**src/rtl/axi_lite_clint.sv**
```systemverilog
// AXI-lite CLINT: 64-bit mtime/mtimecmp registers and a registered machine timer interrupt.
// Define CLINT_PRESCALER_EN to advance mtime once every DIV clocks instead of every clock.
module axi_lite_clint #(
   parameter int DIV = 16
) (
   input  logic        i_clk,
   input  logic        i_rst,
   input  logic [31:0] awaddr,
   input  logic        awvalid,
   output logic        awready,
   input  logic [31:0] wdata,
   input  logic [3:0]  wstrb,
   input  logic        wvalid,
   output logic        wready,
   output logic [1:0]  bresp,
   output logic        bvalid,
   input  logic        bready,
   input  logic [31:0] araddr,
   input  logic        arvalid,
   output logic        arready,
   output logic [31:0] rdata,
   output logic [1:0]  rresp,
   output logic        rvalid,
   input  logic        rready,
   output logic        o_mtip
);
   typedef enum logic {R_IDLE = 1'b0, R_DATA = 1'b1} r_state_t;
   typedef enum logic [1:0] {W_IDLE = 2'd0, W_ADDR = 2'd1, W_DATA = 2'd2, W_RESP = 2'd3} w_state_t;

   localparam logic [1:0] RESP_OKAY   = 2'b00;
   localparam logic [1:0] RESP_SLVERR = 2'b10;

   if (DIV < 2 || DIV > 65535) begin : g_div_check
      $error("axi_lite_clint: DIV must be within 2..65535");
   end

   function automatic logic [31:0] merge_bytes(input logic [31:0] old_val,
                                               input logic [31:0] new_val,
                                               input logic [3:0]  strb);
      logic [31:0] res;
      for (int i = 0; i < 4; i++) begin
         res[8*i +: 8] = strb[i] ? new_val[8*i +: 8] : old_val[8*i +: 8];
      end
      return res;
   endfunction

   r_state_t    r_state_r, r_state_nxt_s;
   w_state_t    w_state_r, w_state_nxt_s;
   logic        arready_r, rvalid_r, awready_r, wready_r, bvalid_r, mtip_r;
   logic [31:0] rdata_r, shadow_r, rd_data_s;
   logic [1:0]  rresp_r, bresp_r;
   logic        rd_fire_s, rd_err_s;
   logic [9:0]  awaddr_r, cm_addr_s;
   logic [31:0] wdata_r, cm_data_s;
   logic [3:0]  wstrb_r, cm_strb_s;
   logic        aw_take_s, w_take_s, commit_s, cm_err_s;
   logic        wr_lo_s, wr_hi_s, wr_clo_s, wr_chi_s, tick_s;
   logic [63:0] mtime_r, mtimecmp_r, mtime_nxt_s, mtimecmp_nxt_s, mtime_inc_s;
   logic        unused_s;

   // Address bits outside [11:2] carry no meaning for this block.
   assign unused_s = ^{awaddr[31:12], awaddr[1:0], araddr[31:12], araddr[1:0]};

   // Read FSM state register.
   always_ff @(posedge i_clk or posedge i_rst) begin
      if (i_rst) r_state_r <= R_IDLE;
      else       r_state_r <= r_state_nxt_s;
   end

   // Read FSM next state and read-data selection.
   always_comb begin
      r_state_nxt_s = r_state_r;
      rd_fire_s     = 1'b0;
      rd_data_s     = 32'd0;
      rd_err_s      = (araddr[11:4] != 8'd0);
      case (r_state_r)
         R_IDLE: begin
            if (arvalid) begin
               rd_fire_s     = 1'b1;
               r_state_nxt_s = R_DATA;
            end else begin
               r_state_nxt_s = R_IDLE;
            end
         end
         R_DATA: begin
            if (rready) r_state_nxt_s = R_IDLE;
            else        r_state_nxt_s = R_DATA;
         end
         default: r_state_nxt_s = R_IDLE;
      endcase
      if (rd_err_s) begin
         rd_data_s = 32'd0;
      end else begin
         case (araddr[3:2])
            2'd0:    rd_data_s = mtime_r[31:0];
            2'd1:    rd_data_s = shadow_r;
            2'd2:    rd_data_s = mtimecmp_r[31:0];
            2'd3:    rd_data_s = mtimecmp_r[63:32];
            default: rd_data_s = 32'd0;
         endcase
      end
   end

   // Read channel outputs; a MTIME_LO read freezes the upper half for a tear-free HI read.
   always_ff @(posedge i_clk or posedge i_rst) begin
      if (i_rst) begin
         arready_r <= 1'b1;
         rvalid_r  <= 1'b0;
         rdata_r   <= 32'd0;
         rresp_r   <= 2'b00;
         shadow_r  <= 32'd0;
      end else begin
         arready_r <= (r_state_nxt_s == R_IDLE);
         rvalid_r  <= (r_state_nxt_s == R_DATA);
         if (rd_fire_s) begin
            rdata_r <= rd_data_s;
            rresp_r <= rd_err_s ? RESP_SLVERR : RESP_OKAY;
            if (!rd_err_s && araddr[3:2] == 2'd0) shadow_r <= mtime_r[63:32];
         end
      end
   end

   // Write FSM state register.
   always_ff @(posedge i_clk or posedge i_rst) begin
      if (i_rst) w_state_r <= W_IDLE;
      else       w_state_r <= w_state_nxt_s;
   end

   // Write FSM next state; commit takes whichever half arrives live this cycle.
   always_comb begin
      w_state_nxt_s = w_state_r;
      aw_take_s     = 1'b0;
      w_take_s      = 1'b0;
      commit_s      = 1'b0;
      cm_addr_s     = awaddr_r;
      cm_data_s     = wdata_r;
      cm_strb_s     = wstrb_r;
      case (w_state_r)
         W_IDLE: begin
            if (awvalid && wvalid) begin
               commit_s      = 1'b1;
               cm_addr_s     = awaddr[11:2];
               cm_data_s     = wdata;
               cm_strb_s     = wstrb;
               w_state_nxt_s = W_RESP;
            end else if (awvalid) begin
               aw_take_s     = 1'b1;
               w_state_nxt_s = W_ADDR;
            end else if (wvalid) begin
               w_take_s      = 1'b1;
               w_state_nxt_s = W_DATA;
            end else begin
               w_state_nxt_s = W_IDLE;
            end
         end
         W_ADDR: begin
            if (wvalid) begin
               commit_s      = 1'b1;
               cm_data_s     = wdata;
               cm_strb_s     = wstrb;
               w_state_nxt_s = W_RESP;
            end else begin
               w_state_nxt_s = W_ADDR;
            end
         end
         W_DATA: begin
            if (awvalid) begin
               commit_s      = 1'b1;
               cm_addr_s     = awaddr[11:2];
               w_state_nxt_s = W_RESP;
            end else begin
               w_state_nxt_s = W_DATA;
            end
         end
         W_RESP: begin
            if (bready) w_state_nxt_s = W_IDLE;
            else        w_state_nxt_s = W_RESP;
         end
         default: w_state_nxt_s = W_IDLE;
      endcase
      cm_err_s = (cm_addr_s[9:2] != 8'd0);
   end

   // Write channel outputs and independently latched AW/W payloads.
   always_ff @(posedge i_clk or posedge i_rst) begin
      if (i_rst) begin
         awready_r <= 1'b1;
         wready_r  <= 1'b1;
         bvalid_r  <= 1'b0;
         bresp_r   <= 2'b00;
         awaddr_r  <= 10'd0;
         wdata_r   <= 32'd0;
         wstrb_r   <= 4'd0;
      end else begin
         awready_r <= (w_state_nxt_s == W_IDLE) || (w_state_nxt_s == W_DATA);
         wready_r  <= (w_state_nxt_s == W_IDLE) || (w_state_nxt_s == W_ADDR);
         bvalid_r  <= (w_state_nxt_s == W_RESP);
         if (commit_s)  bresp_r  <= cm_err_s ? RESP_SLVERR : RESP_OKAY;
         if (aw_take_s) awaddr_r <= awaddr[11:2];
         if (w_take_s) begin
            wdata_r <= wdata;
            wstrb_r <= wstrb;
         end
      end
   end

   assign wr_lo_s  = commit_s && !cm_err_s && (cm_addr_s[1:0] == 2'd0);
   assign wr_hi_s  = commit_s && !cm_err_s && (cm_addr_s[1:0] == 2'd1);
   assign wr_clo_s = commit_s && !cm_err_s && (cm_addr_s[1:0] == 2'd2);
   assign wr_chi_s = commit_s && !cm_err_s && (cm_addr_s[1:0] == 2'd3);

`ifdef CLINT_PRESCALER_EN
   logic [15:0] presc_r;
   assign tick_s = (presc_r == 16'(DIV - 1));

   // Prescaler restarts on any mtime write so the new value lasts a full period.
   always_ff @(posedge i_clk or posedge i_rst) begin
      if (i_rst)                   presc_r <= 16'd0;
      else if (wr_lo_s || wr_hi_s) presc_r <= 16'd0;
      else if (tick_s)             presc_r <= 16'd0;
      else                         presc_r <= presc_r + 16'd1;
   end
`else
   assign tick_s = 1'b1;
`endif

   // Next mtime/mtimecmp: a written mtime half wins and blocks the carry across halves.
   always_comb begin
      mtime_inc_s    = mtime_r + 64'd1;
      mtime_nxt_s    = mtime_r;
      mtimecmp_nxt_s = mtimecmp_r;
      if (wr_lo_s) begin
         mtime_nxt_s = {mtime_r[63:32], merge_bytes(mtime_r[31:0], cm_data_s, cm_strb_s)};
      end else if (wr_hi_s) begin
         mtime_nxt_s = {merge_bytes(mtime_r[63:32], cm_data_s, cm_strb_s),
                        (tick_s ? mtime_inc_s[31:0] : mtime_r[31:0])};
      end else if (tick_s) begin
         mtime_nxt_s = mtime_inc_s;
      end else begin
         mtime_nxt_s = mtime_r;
      end
      if (wr_clo_s) begin
         mtimecmp_nxt_s[31:0] = merge_bytes(mtimecmp_r[31:0], cm_data_s, cm_strb_s);
      end else if (wr_chi_s) begin
         mtimecmp_nxt_s[63:32] = merge_bytes(mtimecmp_r[63:32], cm_data_s, cm_strb_s);
      end else begin
         mtimecmp_nxt_s = mtimecmp_r;
      end
   end

   // Timer registers and the interrupt flag.
   always_ff @(posedge i_clk or posedge i_rst) begin
      if (i_rst) begin
         mtime_r    <= 64'd0;
         mtimecmp_r <= 64'hFFFF_FFFF_FFFF_FFFF;
         mtip_r     <= 1'b0;
      end else begin
         mtime_r    <= mtime_nxt_s;
         mtimecmp_r <= mtimecmp_nxt_s;
         mtip_r     <= (mtime_r >= mtimecmp_r);
      end
   end

   assign arready = arready_r;
   assign rvalid  = rvalid_r;
   assign rdata   = rdata_r;
   assign rresp   = rresp_r;
   assign awready = awready_r;
   assign wready  = wready_r;
   assign bvalid  = bvalid_r;
   assign bresp   = bresp_r;
   assign o_mtip  = mtip_r;
endmodule

```
**config.mk**
```make
export PLATFORM = sky130hd
export DESIGN_NAME = axi_lite_clint
export DESIGN_NICKNAME = d
export VERILOG_FILES = /design/src/rtl/axi_lite_clint.sv
export SDC_FILE = /design/constraint.sdc
export NUM_CORES = 1
export LEC_CHECK = 0
export ABC_AREA = 1
export ABC_CLOCK_PERIOD_IN_PS = 22800
export BUFFER_PORTS_ARGS = -buffer_cell sky130_fd_sc_hd__buf_2
export CAP_MARGIN = 40
export CORE_UTILIZATION = 35
export CTS_CLUSTER_DIAMETER = 200
export DETAILED_ROUTE_END_ITERATION = 10
export MAX_ROUTING_LAYER = met4
export PLACE_DENSITY = 0.55
export SYNTH_ARGS = -nofsm -noshare
export SYNTH_HDL_FRONTEND = slang
export SYNTH_SLANG_ARGS = --single-unit
```
**constraint.sdc**
```tcl
create_clock -name i_clk -period 22.8 [get_ports i_clk]
set_input_delay 2.28 -clock i_clk [delete_from_list [all_inputs] [get_ports i_clk]]
set_output_delay 2.28 -clock i_clk [all_outputs]
set_load 0.005 [all_outputs]
```
## Yosys cells after proc, flatten, opt, wreduce, memory -nomap -nowiden

Cells that the tools add are included.

| storage, ports and cells | value |
|---|---|
| flip-flop bits (word level) | 250 |
| output and inout port bits | 42 |
| logic and storage cells | 125 |

| operators by class | value |
|---|---|
| $add $sub $neg | 1 |
| $lt $le $gt $ge | 1 |
| equal/unequal tests | 20 |
| muxes and demuxes | 39 |
| bitwise logic cells | 4 |
| reduce and logical (&&, ||, !) cells | 30 |

Operators with widths:

| kind | count |
|---|---|
| $mux W32 | 4 |
| $pmux W32 S4 | 1 |
| $add A64 B1 Y64 const B | 1 |
| $ge A64 B64 Y1 | 1 |
| $mux W64 | 1 |
| $pmux W32 S2 | 1 |
| $mux W8 | 4 |
| $mux W10 | 2 |
| $pmux W10 S2 | 1 |
| $reduce_and A2 Y1 | 9 |
| $eq A2 B2 Y1 const B | 8 |
| $ne A2 B2 Y1 const B | 8 |
| $reduce_bool A8 Y1 | 2 |
| $mux W2 | 7 |
| $mux W1 | 12 |
| $reduce_and A3 Y1 | 4 |
| $eq A2 B1 Y1 const B | 4 |
| $logic_not A2 Y1 | 4 |
| $mux W4 | 2 |
| $pmux W2 S4 | 1 |
| $pmux W4 S2 | 1 |
| $logic_and A1 B1 Y1 | 7 |
| $not A1 Y1 | 4 |
| $pmux W1 S3 | 1 |
| other kinds (3) | 5 |

## Logic depth before layout (Yosys ltp)

| depth | value |
|---|---|
| depth in word-level cells | 9 |
| mapped depth | 15 |
| mapped depth without buffers | 15 |

## Least setup slack after synthesis

OpenSTA, ideal clock, no wires.

| timing | value |
|---|---|
| path kind | input-to-reg |
| from | input awvalid |
| to | register mtimecmp_r[1] |
| library setup time | 0.088 ns |
| arrival | 3.562 ns |
| data required time | 22.712 ns |
| setup slack | 19.149 ns |
| stages on the path | 10 |
| buffers on the path | 1 |
| cells stage by stage | inv_1 -> nor2_1 -> nand2_2 -> nand2_1 -> o21ai_4 -> nor3_4 -> nand2_4 -> buf_6 -> nand2_1 -> o21ai_2 |

| between the ends | value |
|---|---|
| cells in the longest elaborated chain, start to end | 8 |
| elaborated cells on any way between the ends | 17 |
| those cells by class | eq/ne: 1; mux: 10; reduce/logical: 6 |

RTL lines:

| what | RTL line | text |
|---|---|---|
| start, declared | 9 | `input logic awvalid,` |
| $logic_and A1 B1 Y1 | 140 | `if (awvalid && wvalid) begin` |
| $mux W10 | 140 |  |
| $pmux W10 S2 | 138 | `case (w_state_r)` |
| $reduce_bool A8 Y1 | 181 | `cm_err_s = (cm_addr_s[9:2] != 8'd0);` |
| $logic_not A1 Y1 | 209 | `assign wr_clo_s = commit_s && !cm_err_s && (cm_addr_s[1:0] == 2'd2);` |
| $logic_and A1 B1 Y1 (2 in a row) | 209 |  |
| $reduce_and A2 Y1 (no line) | -- |  |
| end signal, assigned | 259 | `mtimecmp_r <= mtimecmp_nxt_s;` |
| end, declared | 58 | `logic [63:0] mtime_r, mtimecmp_r, mtime_nxt_s, mtimecmp_nxt_s, mtime_inc_s;` |

Several ways; a longest one is shown, not always the timed one.
A chain may end at the register's enable or synchronous reset.

## Worst setup path after layout

| timing | value |
|---|---|
| from | input araddr[7] |
| to | register shadow_r[20] |

| between the ends | value |
|---|---|
| cells in the longest elaborated chain, start to end | 4 |

RTL lines:

| what | RTL line | text |
|---|---|---|
| start, declared | 18 | `input logic [31:0] araddr,` |
| $reduce_bool A8 Y1 | 75 | `rd_err_s = (araddr[11:4] != 8'd0);` |
| $logic_not A1 Y1 | 118 | `if (!rd_err_s && araddr[3:2] == 2'd0) shadow_r <= mtime_r[63:32];` |
| $logic_and A1 B1 Y1 | 118 |  |
| $reduce_and A2 Y1 (no line) | -- |  |
| end signal, assigned | 118 |  |
| end, declared | 50 | `logic [31:0] rdata_r, shadow_r, rd_data_s;` |

Every way passes these cells.

==> metrics.md <==
| Metric | Value |
|---|---|
| Synth warnings | 0 |
| Crit. End Element | flip-flop |
| Final Non-Filler Cells | roughly 2,800 |
| Top_reg_cell synth | dfrtp_1 |
| CTS buffer count | 31 |
| Synthesized area | 15,200 sq um |
| Count leader, synth | nand2_1 |
| Net Sw Power | about 940 uW |
| Number of filler cells placed in the layout | about 4,600 |
| Fin crit period | 4.34 ns |
| Min-delay src | rdata[26] |
| Pleak | slightly above 0.008 uW |
| Synth Area in Adders | around 5.3% |
| First drt pass iteration count | 6 |
| Setup TNS | 0 ns |
| Syn Area/Cell | 7.39 sq um |
| PwrDens | 122 nW/um^2 |
| CTS Hold Bufs | 0 |
| Largest net degree at the start of global routing | approximately 110 |
| Fmax | ~0.23 GHz |
| First-pass GRT wire length | 82,200 microns |
| Number of global-route vias before repair | between 10,000 and 15,000 |
| Clk buf depth | 3 |
| First DRT Iteration DRCs | approximately 1,100 |
| Switching Share | 43.8% |
| Port Buffer Count | 102 |
| Final Hold Viols | 0 |
| Compound-Gate Fraction of Synth Area | 14.7% |
| Yosys top cell by area | dfrtp_1 |
| RR Startpoint | w_state_r[0] |
| Clock root buffer | clkbuf_16 |
| H-tree Lvls | 1 |
| Number of gates resized after cts | 0 |
| Hold Path End | rdata[26] |
| Worst-case reg-to-reg path depth | 12 |
| CP Data Required Time | 23.25 ns |
| Crit start category | primary input |
| Rel. slew slack | around two fifths |
| Skew final | 0.0220 ns |
| R2R Path End | mtime_r[52] |
| Ys async rst share | 100% |
| Via count | 14,100 |
| Initial antenna violation count | 1 |
| Die area | 44,300 sq um |
| DP Cell Count | 2,711 |
| Total GRT Usage | between 20% and 30% |
| CTS tree | yes |
| Slew @ Worst Pin | 0.871 ns |
| GR Overflow Total | 0 |
| Synthesis-to-layout area growth | 15.0% |
| Flops & latches, synth | between 200 and 250 |
| Max_cap viols | 0 |
| Remaining antenna violation count after routing | 0 |
| Status | completed |
| Initial Utilization | 35.4% |
| Share of cells above drive strength 1 | between 15 and 20% |
| Clock power frac | 23.9% |
| Sequential cell area | 6290 sq um |
| I/O pin count | 149 |
| Gpl congestion | 0.994 |
| Post-synthesis mux area share | 1.35% |
| Maximum VDD drop | 67.0 uV |
| Final period utilization | 19.0% |
| Internal Power | roughly 1200 uW |
| Sequential-to-total area share from yosys stat | between 40% and 50% |
| Crit Path Max Fanout | 38 |
| Flop pwr share | 37.1% |
| Setup Viol. Count Final | 0 |
| Die X | between 200 and 250 microns |
| Cell variety after synth | 48 |
| EDFF count, synth | 0 |
| Combinational share of power | 39.0% |
| Worst setup margin | 18.46 ns |
| Hold path depth | 2 |
| Clock Sinks | 248 |
| Synth area leaders | dfrtp_1 (30%), nand2_1 (17%), dfstp_2 (12%), o21ai_0 (5.8%), ha_1 (5.3%) |
| Die Y | 210 microns |
| Clk slew on worst S/H paths | 0.06 ns |
| Post-DR vias/cell | 5.10 |
| Final Routed Wirelength | 54,000 microns |
| Final Max Slew Viols | 0 |
| Synth cell count leaders | nand2_1 (689), nor2_1 (207), inv_1 (193) |
| R2R setup slack | between 15 and 20 ns |
| Post-place setup slack | 17.87 ns |
| Postcts setup bufs | 0 |
| Clock latency on the worst-skew pair | between 0.5 and 0.6 ns |
| Final nets | 2,331 |
| Synth Instances | 2,058 |
| Arrival @ worst endpoint | 4.79 ns |
| HPWL Detailed | 41,100 microns |
| Multi-input gate area | 7830 sq um |
| Drt drc | 0 |
| Power Total | 2140 uW |
| Post-Synth Simple-Gate Area | 28.3% |
| Top cell type's share of synthesized area | 29.8% |
| FP Rows | 76 |
| RSZ-0062 raised after global routing | no |
| Main combinational cell family by area after synthesis | simple AND/OR/NAND/NOR gates |
| Xor/xnor share of the synthesized area | about 1.7% |
| Core Footprint | 43,000 sq um |
| Crit Path Class | primary input to flip-flop |
| Hold Crit Class | flip-flop to flip-flop |
| Post-DR wirelength/cell | 19.5 microns |
[metrics by stage]
stage	instance area (sq um)	util [%]	hold slack, ns
5_1_grt	17500	40.7	0.489
6_report	17500	40.7	0.474
3_3_place_gp	16300	37.8	0.458
2_1_floorplan	15200	-	0.442
3_5_place_dp	16400	38.3	0.462
4_1_cts	17500	40.7	0.477
[layout by cell type (no fill, tap or decap), types with 22 or more instances in the layout]
cell       count
nand4_1       22
ha_1          65
clkbuf_16     31
nand3_1       92
o21ai_0      176
a21oi_1       79
dfstp_2       67
nor2_1       206
buf_2        111
o21ai_2       34
dfrtp_1      181
inv_1        192
nand2_1      688
[registers in the layout (all words and copies together), names as in the netlist, 2 cells and up]
register	cells
wstrb_r	4
awaddr_r	10
wdata_r	32
rdata	32
mtimecmp_r	64
w_state_r	2
shadow_r	32
mtime_r	64
[cell families (layout without fill, tap and decap cells)]
logic type / Yosys count / in the layout
other cells: 1 / 4
compound gates: 372 / 372
mux: 19 / 19
xor+xnor: 29 / 29
flops: 248 / 248
buf+inv: 273 / 398
simple gates: 1051 / 1051
fa+ha+maj: 65 / 65
[critical path, cell delays in order]
cell and delay, ns:
buf_2 0.09, or2_2 0.28, nor4_1 0.16, nand2_1 0.10
inv_1 0.06, buf_4 0.42, nand2_1 0.66, buf_4 0.49
nand2_1 0.11, o21ai_0 0.08
[routing by layer]
layer	vias to the layer above	global-route usage [%]	wire length, microns
li1	6910	-	-
met2	463	37.3	22900
met3	72	3.43	3550
met5	-	-	0
met4	0	7.25	1270
met1	6689	36.7	26300
[layout make-up]
cell class / count / share of cell area, %
diodes: 2 / 0.0286
clock buffers: 46 / 4.99
clock inverters: 12 / 0.973
inverters: 205 / 4.45
multi-input cells: 1538 / 44.8
flip-flops and latches: 248 / 36.0
well taps: 585 / 4.18
repair buffers: 135 / 4.66
[power by group through the flow]
| stage | clock network (uW) | registers [uW] | logic [uW] |
|---|---|---|---|
| final | 510 | 793 | 835 |
| after detailed placement | 0 | 795 | 824 |
| after global routing | 542 | 812 | 949 |
| after global placement | 0 | 792 | 795 |
| after CTS | 525 | 789 | 828 |
| after floorplan | 0 | 720 | 573 |
[worst max path at each step]
stage / startpoint / to / depth (start not counted)
after floorplan: i_rst / awaddr_r[0] / 1
after global placement: araddr[7] / shadow_r[28] / 10
after detailed placement: araddr[7] / shadow_r[27] / 10
after CTS: araddr[7] / shadow_r[27] / 10
after global routing: araddr[7] / shadow_r[26] / 10
final: araddr[7] / shadow_r[20] / 10
No activity file was read; power rests on OpenSTA's default activity.
